### config.mk
export PLATFORM = sky130hd
export DESIGN_NAME = basket_controller
export DESIGN_NICKNAME = d
export VERILOG_FILES = /design/src/rtl/basket_controller.sv
export SDC_FILE = /design/constraint.sdc
export NUM_CORES = 1
export LEC_CHECK = 0
export BUFFER_PORTS_ARGS = -buffer_cell sky130_fd_sc_hd__buf_4
export CAP_MARGIN = 20
export CORE_MARGIN = 2
export CORE_UTILIZATION = 43
export DETAILED_ROUTE_END_ITERATION = 10
export SLEW_MARGIN = 20
export SYNTH_ARGS = -nofsm -noshare
export SYNTH_HDL_FRONTEND = slang
export SYNTH_SLANG_ARGS = --single-unit
### constraint.sdc
create_clock -name CLOCK_50 -period 3.41 [get_ports CLOCK_50]
set_input_delay 0.682 -clock CLOCK_50 [delete_from_list [all_inputs] [get_ports CLOCK_50]]
set_output_delay 0.682 -clock CLOCK_50 [all_outputs]
set_load 0.005 [all_outputs]
### src/rtl/basket_controller.sv
// basket_controller: ordered (ProductID, quantity) basket with merge-on-add, shifting remove and clear.
module basket_controller #(
  parameter int MAX_ITEMS = 8,
  parameter int NUM_PRODUCTS = 12
) (
  input  logic       CLOCK_50,
  input  logic       RESET,
  input  logic       Add_En,
  input  logic [3:0] ProductID_in,
  input  logic [3:0] ProductQuantity_in,
  input  logic       Remove_En,
  input  logic [3:0] RemoveIndex_in,
  input  logic       Clear_En,
  input  logic [3:0] Read_Index,
  output logic [3:0] Read_ProductID,
  output logic [3:0] Read_Quantity,
  output logic [3:0] BasketProductNum,
  output logic       Full,
  output logic       Busy,
  output logic       Done,
  output logic       Rejected,
  output logic       Saturated
);
  localparam int IW = $clog2(MAX_ITEMS);
  localparam logic [3:0] MAX = 4'(MAX_ITEMS);
  localparam logic [4:0] NP = 5'(NUM_PRODUCTS);
  typedef enum logic [1:0] {IDLE, SEARCH, SHIFT} state_t;
  state_t state, state_n;
  logic [7:0] slot [MAX_ITEMS];
  logic [3:0] count, idx, add_id, add_qty;
  logic [IW-1:0] ix, nx;
  logic [7:0] cur;
  logic [4:0] sum;
  logic rej_q, rej_imm, rej, done, sat, merge, append, start_add, start_rem, shift_last, abort;
  assign ix = idx[IW-1:0];
  assign nx = ix + 1'b1;
  assign cur = slot[ix];
  assign sum = {1'b0, cur[3:0]} + {1'b0, add_qty};
  assign abort = RESET | Clear_En;
  always_comb begin
    state_n = state;
    rej_imm = 1'b0;
    rej = 1'b0;
    done = 1'b0;
    sat = 1'b0;
    merge = 1'b0;
    append = 1'b0;
    start_add = 1'b0;
    start_rem = 1'b0;
    shift_last = 1'b0;
    if (state == IDLE) begin
      if (Remove_En) begin
        start_rem = RemoveIndex_in < count;
        rej_imm = !start_rem;
        state_n = start_rem ? SHIFT : IDLE;
      end else if (Add_En) begin
        start_add = ({1'b0, ProductID_in} < NP) && (ProductQuantity_in != 4'd0);
        rej_imm = !start_add;
        state_n = start_add ? SEARCH : IDLE;
      end
    end else begin
      rej_imm = Add_En | Remove_En;
      if (state == SEARCH) begin
        if (idx < count && cur[7:4] == add_id) begin
          merge = 1'b1;
          done = 1'b1;
          sat = sum[4];
          state_n = IDLE;
        end else if (idx == count) begin
          append = count < MAX;
          done = append;
          rej = !append;
          state_n = IDLE;
        end
      end else if (idx == count - 4'd1) begin
        shift_last = 1'b1;
        done = 1'b1;
        state_n = IDLE;
      end
    end
    if (Clear_En) state_n = IDLE;
  end
  always_ff @(posedge CLOCK_50) begin
    if (abort) begin
      state <= IDLE;
      count <= '0;
      idx <= '0;
      rej_q <= 1'b0;
      for (int i = 0; i < MAX_ITEMS; i++) slot[i] <= '0;
    end else begin
      state <= state_n;
      rej_q <= rej_imm;
      if (start_add) begin
        add_id <= ProductID_in;
        add_qty <= ProductQuantity_in;
        idx <= '0;
      end
      if (start_rem) idx <= RemoveIndex_in;
      if (state == SEARCH && state_n == SEARCH) idx <= idx + 4'd1;
      if (merge) slot[ix] <= {add_id, sum[4] ? 4'hf : sum[3:0]};
      if (append) begin
        slot[count[IW-1:0]] <= {add_id, add_qty};
        count <= count + 4'd1;
      end
      if (state == SHIFT && state_n == SHIFT) begin
        slot[ix] <= slot[nx];
        idx <= idx + 4'd1;
      end
      if (shift_last) begin
        slot[ix] <= '0;
        count <= count - 4'd1;
      end
    end
  end
  // Out-of-range reads return an empty slot for the display.
  assign {Read_ProductID, Read_Quantity} = (Read_Index < MAX) ? slot[Read_Index[IW-1:0]] : 8'd0;
  assign BasketProductNum = count;
  assign Full = count == MAX;
  assign Busy = state != IDLE;
  assign Done = done & !abort;
  assign Saturated = sat & !abort;
  assign Rejected = rej_q | (rej & !abort);
endmodule
==> Word-level counts from Yosys, hierarchy flattened <==
Memories as Yosys holds them, arrays and structs flattened. A register that Yosys moved wholly into a read port is not among the register bits.
Index checks and enable logic that the tools add are counted.
{ "totals": {"output_inout_bits": 17, "ram_bits": 64, "register_bits": 19, "word_cells": 120, "mem_count": 1, "in_bits": 21} }
{ "classes": {"muxes": 70, "order_cmp": 5, "reduce_logical": 16, "n_addsub": 5, "eq_ne": 8, "bitwise_logic": 9} }
{ "memory_table": {"columns": ["name", "depth", "word_bits", "read_ports", "rd_ports_with_merged_regs", "write_ports", "line", "rtl"], "rows": [
  ["slot", 8, 8, 3, 1, 8, "29", "logic [7:0] slot [MAX_ITEMS];"]
]} }
{ "ops": {"columns": ["op", "n"], "rows": [
  ["two-way mux 1 bit", 45],
  ["two-way mux 8 bit", 5],
  ["two-way mux 4 bit", 7],
  ["two-way mux 2 bit", 9],
  ["OR reduction 8 bit", 2],
  ["== test 4 bit", 3],
  ["< comparator 4 bit, second input constant", 3],
  ["two-way mux 3 bit", 4],
  ["adder 4 x 1 -> 4 bit, second input constant", 2],
  ["< comparator 4 bit", 2],
  ["nonzero test 4 bit", 2],
  ["adder 4 x 4 -> 5 bit", 1],
  ["OR 1 bit", 5],
  ["== test 2 x 1 -> 1 bit, second input constant", 2],
  ["== test 2 bit, second input constant", 2],
  ["== test 4 bit, second input constant", 1],
  ["logical AND 1 bit", 4],
  ["logical NOT 1 bit", 4],
  ["nonzero test 2 bit", 2],
  ["subtractor 4 x 1 -> 4 bit, second input constant", 1],
  ["adder 3 x 1 -> 3 bit, second input constant", 1],
  ["AND 1 bit", 3],
  ["logical NOT 2 bit", 1],
  ["AND reduction 2 bit", 1],
  ["NOT 1 bit", 1]
]} }

==> Longest topological paths before layout <==
Gate-level depths: netlist of run 1.
{ "depth": {"word_depth": 17, "mapped_depth": 13, "depth_no_buf": 12} }

==> Worst setup path before layout of run 1 <==
OpenSTA, ideal clock, no wires.
{ "synth_timing": {"path_kind": "register to register", "start": "reg count[2], in the netlist BasketProductNum[2]", "end": "mem slot[3][0], enable pin", "setup_slack_ns": 0.212, "t_arrival_ns": 2.869, "setup_time_ns": 0.329, "period_less_slack_ns": 3.198, "stages_incl_launch_ff": 12, "path_cell_list": "dfxtp_1 -> clkbuf_1 -> inv_1 -> ha_1 -> and2_0 -> a221oi_1 -> nand4_2 -> o2111ai_1 -> buf_4 -> mux2i_1 -> nand2_2 -> nand2_1"} }
{ "synth_lines": {"columns": ["element", "line", "rtl"], "rows": [
  ["start, declared", "30", "logic [3:0] count, idx, add_id, add_qty;"],
  ["start signal, assigned", "103", "count <= count + 4'd1;"],
  ["start signal, assigned", "111", "count <= count - 4'd1;"],
  ["end, declared", "29", null]
]} }

==> results.md, run 1 <==
* Status: completed
* H-Tree Depth at 3
* Flops & latches, synth at 86
* Syn avg cell area at ~13 sq um
* Unrepaired setup endpoints after global routing: yes
* Largest area contributor in the netlist: edfxtp_1
* Worst-Margin Slew at slightly below 700 ps
* Port buffer count at 37
* Post-synth EDFFs at between 70 and 80
* Bufs on Longest Clock Path at 2
* Top FF cell, synth: edfxtp_1
* TritonCTS clock tree: yes
* Overflow after GRT at 0
* Yosys cell types at between 50 and 60
* Die footprint at between 10,000 and 15,000 sq um
* First-pass GRT wire length at roughly 25,000 microns
* CTS buffer count at 9
* Root Buffer Master: clkbuf_16
* Share of cells above drive strength 1 at 0.3406
* Mapped Nets at 480
* Total Nets Final at about 540
* Fin crit period at between 3000 and 4000 ps
* Max FO, Critical Path at 3
* Worst Hold Class: primary input to flip-flop
* Fin Setup TNS at 0 ps
* Vias in the first global route at a little over 4,000
* Post-synth top area share at 0.3873
* Max Clock Freq at 0.3050 GHz
* Leakage at 2.489 nW
* Final setup violation count at 0
* Syn Std Cell Area at 5583 sq um
* Standard-cell rows at just over 40
* Top cells by area, synth: edfxtp_1 (39%), mux4_2 (18%), mux2i_1 (6.3%), nor2_1 (5.6%), dfxtp_1 (5.0%)
* CP arrival at around 2600 ps
* Async set-or-reset flop fraction in the synthesized netlist at 0
* DRT iter0 DRCs at a little under 500
* Yosys warning total at 0
* Layout fillers at between 1,000 and 1,500
* Clk slew on worst S/H paths at ~70 ps
* IO Pins at 38
* GRT Overall Usage at 0.2389
* Core ar. at approximately 13,000 sq um
* Clk Latency, worst-skew pair at ~350 ps
* Starting density of the core at 0.4406
* Multi-input gate area at between 2000 and 3000 sq um
* Pin count of the biggest net entering global routing at 26
* Maximum vdd drop at between 0.0002 and 0.00025 V
* Post-route ant nets at 0
* Initial antenna violation count at 0
* Setup crit start kind: flip-flop
* Crit Path Class: flip-flop to output pin
* Clock Sinks at between 80 and 90
* Synth-to-Final Area Change at 16.94%
* Fin util at 0.5153
* Die Span Y at around 120 microns
* Critical path required time at 2730 ps
* Gate Count Post-Synth at 444
* Setup Skew at between 5 and 6 ps
* Commonest non-fill, non-tap cell in the layout: nor2_1
* Routed Wire Length at approximately 16,000 microns
* Max-cap check violation count at 0
* Sequential fraction of the synthesis area at 0.4375
* Die width at 117.9 microns
* Cell Pwr Density at about 400 nW/um^2
* Drt drc at 0
* Power, Total at 0.002573 W
* Vias after detailed routing at a little over 4,000
* First-pass DRT Iterations at 5
* Final HPWL DP at between 10,000 and 15,000 microns
* Avg Vias per Cell at 6.015
* Most frequent cells in the layout: nor2_1 (83), edfxtp_1 (72), buf_4 (72)
* Dpl cell area at between 6000 and 7000 sq um
* Diode count at 0
* Final Cycle Share at 0.9614
* CP endpoint kind: output pin
* Final Hold Viols at 0
* Routed len/inst at approximately 23 microns
* Max Slew Vio Count at 0
* Design Area, Final at 6529 sq um
* Slew margin rel. at 0.5370
* Placer Congestion at between 0.9 and 1
* FF/Latch Area at 2444 sq um
==> registers in the layout, indices dropped and copies added (netlist names), named ones only <==
name	flops
slot	64
BasketProductNum	4
add_id	4
add_qty	4
idx	4
state	2
rej_q	1
==> synth_stat cells (2+ instances only) <==
cell / count
nand3b_1: 3
nor3_1: 11
nand3_1: 12
dfxtp_1: 14
a21o_1: 4
edfxtp_1: 72
nand2_2: 8
a211oi_1: 3
and3_1: 6
nand2_1: 19
a31oi_1: 2
xnor2_1: 8
nor3b_1: 3
mux4_1: 2
a222oi_1: 2
a22oi_1: 4
buf_4: 2
clkbuf_8: 3
a311oi_1: 2
mux4_2: 44
a221oi_1: 6
xor2_1: 5
ha_1: 14
buf_1: 5
a2111oi_1: 2
clkbuf_1: 12
nand2b_1: 2
o21ai_0: 2
a21oi_1: 3
inv_1: 14
mux2i_1: 35
nor2_1: 84
mux2_2: 10
buf_6: 3
==> power by group <==
| part | internal (W) | switching (W) |
|---|---|---|
| Clock | 0.000573 | 0.000422 |
| Combinational | 0.000172 | 0.000185 |
| Sequential | 0.00118 | 0.0000445 |
| Total | 0.00192 | 0.000652 |
==> routing by layer <==
metal,GRT usage,vias to the layer above,wire length (microns)
li1,-,1828,-
met1,0.3215,2061,6812
met2,0.3652,167,7174
met3,0.06686,34,1325
met4,0.09789,0,624
met5,0,-,0
==> final cells by class <==
type / count / share of cell area
clock buffers: 10 / 0.03507
inverters: 14 / 0.008049
flip-flops and latches: 86 / 0.3743
repair buffers: 75 / 0.09065
well taps: 172 / 0.03296
clock inverters: 6 / 0.01054
multi-input cells: 317 / 0.4484
==> worst paths after layout <==
path,cells past startpoint,slack (ps),end,from
hold reg to reg,2,630,BasketProductNum[3],BasketProductNum[3]
setup reg to reg,10,210,slot[5][3],flip-flop
setup / recovery,11,130,Saturated,slot[7][0]
hold / removal,1,510,add_id[1],ProductID_in[1]
==> through the flow <==
step / worst slack (ps) / std cells / hold slack (ps)
6_report: 131.8 / 680 / 513.9
5_1_grt: -10.49 / 680 / 501.6
4_1_cts: 22.53 / 676 / 506.2
3_5_place_dp: 137.8 / 656 / 600.0
3_3_place_gp: 141.0 / 656 / 590.0
2_1_floorplan: 211.9 / 444 / 546.7
==> critical path, stage by stage (launching register included) <==
cell and delay (ps):
edfxtp_1 500, mux4_2 500, mux2_2 280, ha_2 180, inv_1 70, fa_2 210
nor2b_1 50, o21ai_1 110, nand2b_1 100, nand2_2 110, nor2_2 40, buf_4 120
==> cell families (layout without fill, tap and decap cells) <==
| logic type | count (synthesis) | in the layout | share of synthesized area |
|---|---|---|---|
| flip-flops | 86 | 86 | 0.4375 |
| adder cells (fa/ha/maj) | 15 | 15 | 0.03496 |
| AND/OR/NAND/NOR | 159 | 159 | 0.1327 |
| buffers and inverters | 41 | 105 | 0.04639 |
| XOR/XNOR | 13 | 13 | 0.02039 |
| multiplexers | 91 | 91 | 0.2698 |
| AO/OA/AOI/OAI | 39 | 39 | 0.05827 |
==> timing repair <==
action,4_1_cts,5_1_grt
pin swaps,1,2
buffers inserted,4,4
resized for setup,2,14
endpoints found under the setup margin,2,59
hold buffers,0,0
Note: power is estimated with default switching activity, not from simulation.
==> run 2, diff against run 1 <==
--- a/config.mk
+++ b/config.mk
@@ -5,6 +5,7 @@
 export SDC_FILE = /design/constraint.sdc
 export NUM_CORES = 1
 export LEC_CHECK = 0
+export ABC_AREA = 1
 export BUFFER_PORTS_ARGS = -buffer_cell sky130_fd_sc_hd__buf_4
 export CAP_MARGIN = 20
 export CORE_MARGIN = 2
==> run 2 against run 1 <==
Effect of this change:
- wire length rose by 34%
- clock skew rose by 5.3 ps
- clock power fell by 2%
- total power rose by 1.6%
- sequential share of layout area fell by 3.8 points
==> results.md, run 2 <==
* Status: completed
* Mapped Nets at approximately 830
* Die width at roughly 120 microns
* Vias after detailed routing at between 6,000 and 7,000
* Multi-input gate area at roughly 3300 sq um
* CTS buffer count at 9
* Post-route ant nets at 0
* Max FO, Critical Path at 6
* Synth-to-Final Area Change at 16.44%
* Routed len/inst at 20.85 microns
* Slew margin rel. at 0.2754
* Sequential fraction of the synthesis area at 0.3891
* Avg Vias per Cell at 5.914
* Largest area contributor in the netlist: edfxtp_1
* Most common cell in the netlist: nand2_1
* Top cells by area, synth: edfxtp_1 (34%), o21ai_0 (7.4%), a21oi_1 (6.5%), nand2_1 (6.5%), nor3_2 (6.4%)
* CP endpoint kind: output pin
* Max Slew Vio Count at 0
* Cell Pwr Density at roughly 360 nW/um^2
* Post-synth top area share at 0.3444
* Setup Skew at between 10 and 15 ps
* Die Span Y at around 120 microns
* Max Clock Freq at roughly 0.30 GHz
* Routed Wire Length at between 20,000 and 25,000 microns
* Max-cap check violation count at 0
* Die footprint at between 15,000 and 20,000 sq um
* Yosys cell types at 43
* Max incr delay on CP at about 390 ps
* Diode count at 0
* Biggest register: slot
* Final setup violation count at 0
* Maximum vdd drop at 0.0002296 V
* Dpl cell area at 6864 sq um
* Clock Sinks at 86
* Port buffer count at 37
* Slowest-stage cell, CP: dfxtp_4
* Starting density of the core at 0.4352
* Power, Total at 0.002615 W
* H-Tree Depth at 3
* Core ar. at ~14,000 sq um
* First-pass DRT Iterations at 5
* Critical path required time at 2730 ps
* Bufs on Longest Clock Path at 2
* Final Cycle Share at 0.9616
* CP arrival at 2600 ps
* Vias in the first global route at roughly 5,500
* Yosys warning total at 0
* First-pass GRT wire length at about 32,000 microns
* Unrepaired setup endpoints after global routing: no
* Top FF cell, synth: edfxtp_1
* Share of cells above drive strength 1 at 0.2288
* Async set-or-reset flop fraction in the synthesized netlist at 0
* Clk Latency, worst-skew pair at around 350 ps
* Worst-path cell chain: clkinvlp_4 -> ha_4 -> a21o_1 -> a31oi_4 -> nand2_1 -> nor2_2 -> nand3_2 -> buf_6 -> nor2_2 -> nor3_1 -> nor3_1 -> buf_4
* Syn avg cell area at between 7 and 8 sq um
* Most frequent cells in the layout: nand2_1 (109), o21ai_0 (92), inv_1 (82), a21oi_1 (82), buf_4 (74)
* Standard-cell rows at 44
* Initial antenna violation count at 0
* Flops & latches, synth at 86
* Fin crit period at 3279 ps
* Gate Count Post-Synth at just under 800
* Clk slew on worst S/H paths at approximately 60 ps
* Design Area, Final at 7310 sq um
* Root Buffer Master: clkbuf_16
* DRT iter0 DRCs at 655
* Post-synth EDFFs at 72
* Routing usage on met2 at 0.3934
* Max reg flops at between 60 and 70
* FF/Latch Area at roughly 2500 sq um
* Drt drc at 0
* Placer Congestion at around 1
* Pin count of the biggest net entering global routing at 37
* Worst Hold Class: primary input to flip-flop
* Hold Slack at about 510 ps
* Final HPWL DP at ~16,000 microns
* Crit Path Class: flip-flop to output pin
* Setup crit start kind: flip-flop
* Syn Std Cell Area at around 6300 sq um
* Final Hold Viols at 0
* GRT Overall Usage at 0.2722
* Met3 global-route usage at 0.04854
* IO Pins at 38
* Total Nets Final at 872
* Leakage at roughly 2.8 nW
* Hold-fix buffers, CTS at 0
* Layout fillers at around 1,400
* Commonest non-fill, non-tap cell in the layout: nand2_1
* Commonest cells post-synth: nand2_1 (109), o21ai_0 (93), inv_1 (86), a21oi_1 (82), edfxtp_1 (72)
* Met1 global-route usage at 0.4027
* Global route hottest layer: met1
* Worst-Margin Slew at between 1000 and 1500 ps
* Overflow after GRT at 0
* TritonCTS clock tree: yes
-- run 2: metrics by stage --
step / TNS [ps] / std cells / util / setup slack [ps]
2_1_floorplan: 0 / 789 / - / 398.1
3_3_place_gp: -509.5 / 999 / 0.4759 / -64.88
3_5_place_dp: -1605 / 999 / 0.4759 / -142.7
4_1_cts: 0 / 1013 / 0.4977 / 13.17
5_1_grt: 0 / 1023 / 0.5068 / 12.54
6_report: 0 / 1023 / 0.5068 / 130.8
-- run 2: worst max-delay path, delay by kind of cell, from the launching register on --
kind,cells,cell delay [ps]
adders and majority gates,1,270
DFF,1,390
and+or+nand+nor,6,760
buffers and inverters,3,450
AOI/OAI and AO/OA,2,380
-- run 2: where the power goes --
| part | switching, W | internal [W] |
|---|---|---|
| Sequential | 0.0000427 | 0.00117 |
| Clock | 0.000416 | 0.000562 |
| Combinational | 0.000281 | 0.000141 |
| Total | 0.000740 | 0.00187 |
-- run 2: final cells by class --
cell class	instances	share of cell area
Timing Repair Buffer	80	0.08833
Inverter	93	0.04913
Clock buffer	9	0.03081
Sequential cell	86	0.3362
Clock inverter	5	0.008216
Tap cell	184	0.03150
Multi-Input combinational cell	566	0.4558
-- run 2: worst paths after layout --
path | startpoint | endpoint | slack, ps | cells after the start
min | ProductID_in[1] | add_id[1] | 510 | 1
min reg2reg | state[1] | state[1] | 540 | 2
max reg2reg | BasketProductNum[0] | slot[3][5] | 200 | 14
max | BasketProductNum[3] | Done | 130 | 12
-- run 2: cell families after synthesis --
family	Yosys count	share of synthesized area
xor+xnor	4	0.005582
compound gates	219	0.1882
fa+ha+maj	15	0.03109
flops	86	0.3891
simple gates	328	0.2964
buf+inv	137	0.08970
-- run 2: what timing repair did --
action | 4_1_cts | 5_1_grt
buffers inserted | 0 | 9
pin swaps | 0 | 5
resized for setup | 5 | 23
cloned | 0 | 0
endpoints found under the setup margin | 21 | 58
-- run 2: per-layer routing --
metal | wire, microns | part of all wire | up-vias
met4 | 703 | 0.033 | 0
li1 | - | - | 2848
met5 | 0 | 0 | -
met3 | 1868 | 0.088 | 36
met2 | 9280 | 0.44 | 289
met1 | 9479 | 0.44 | 2877
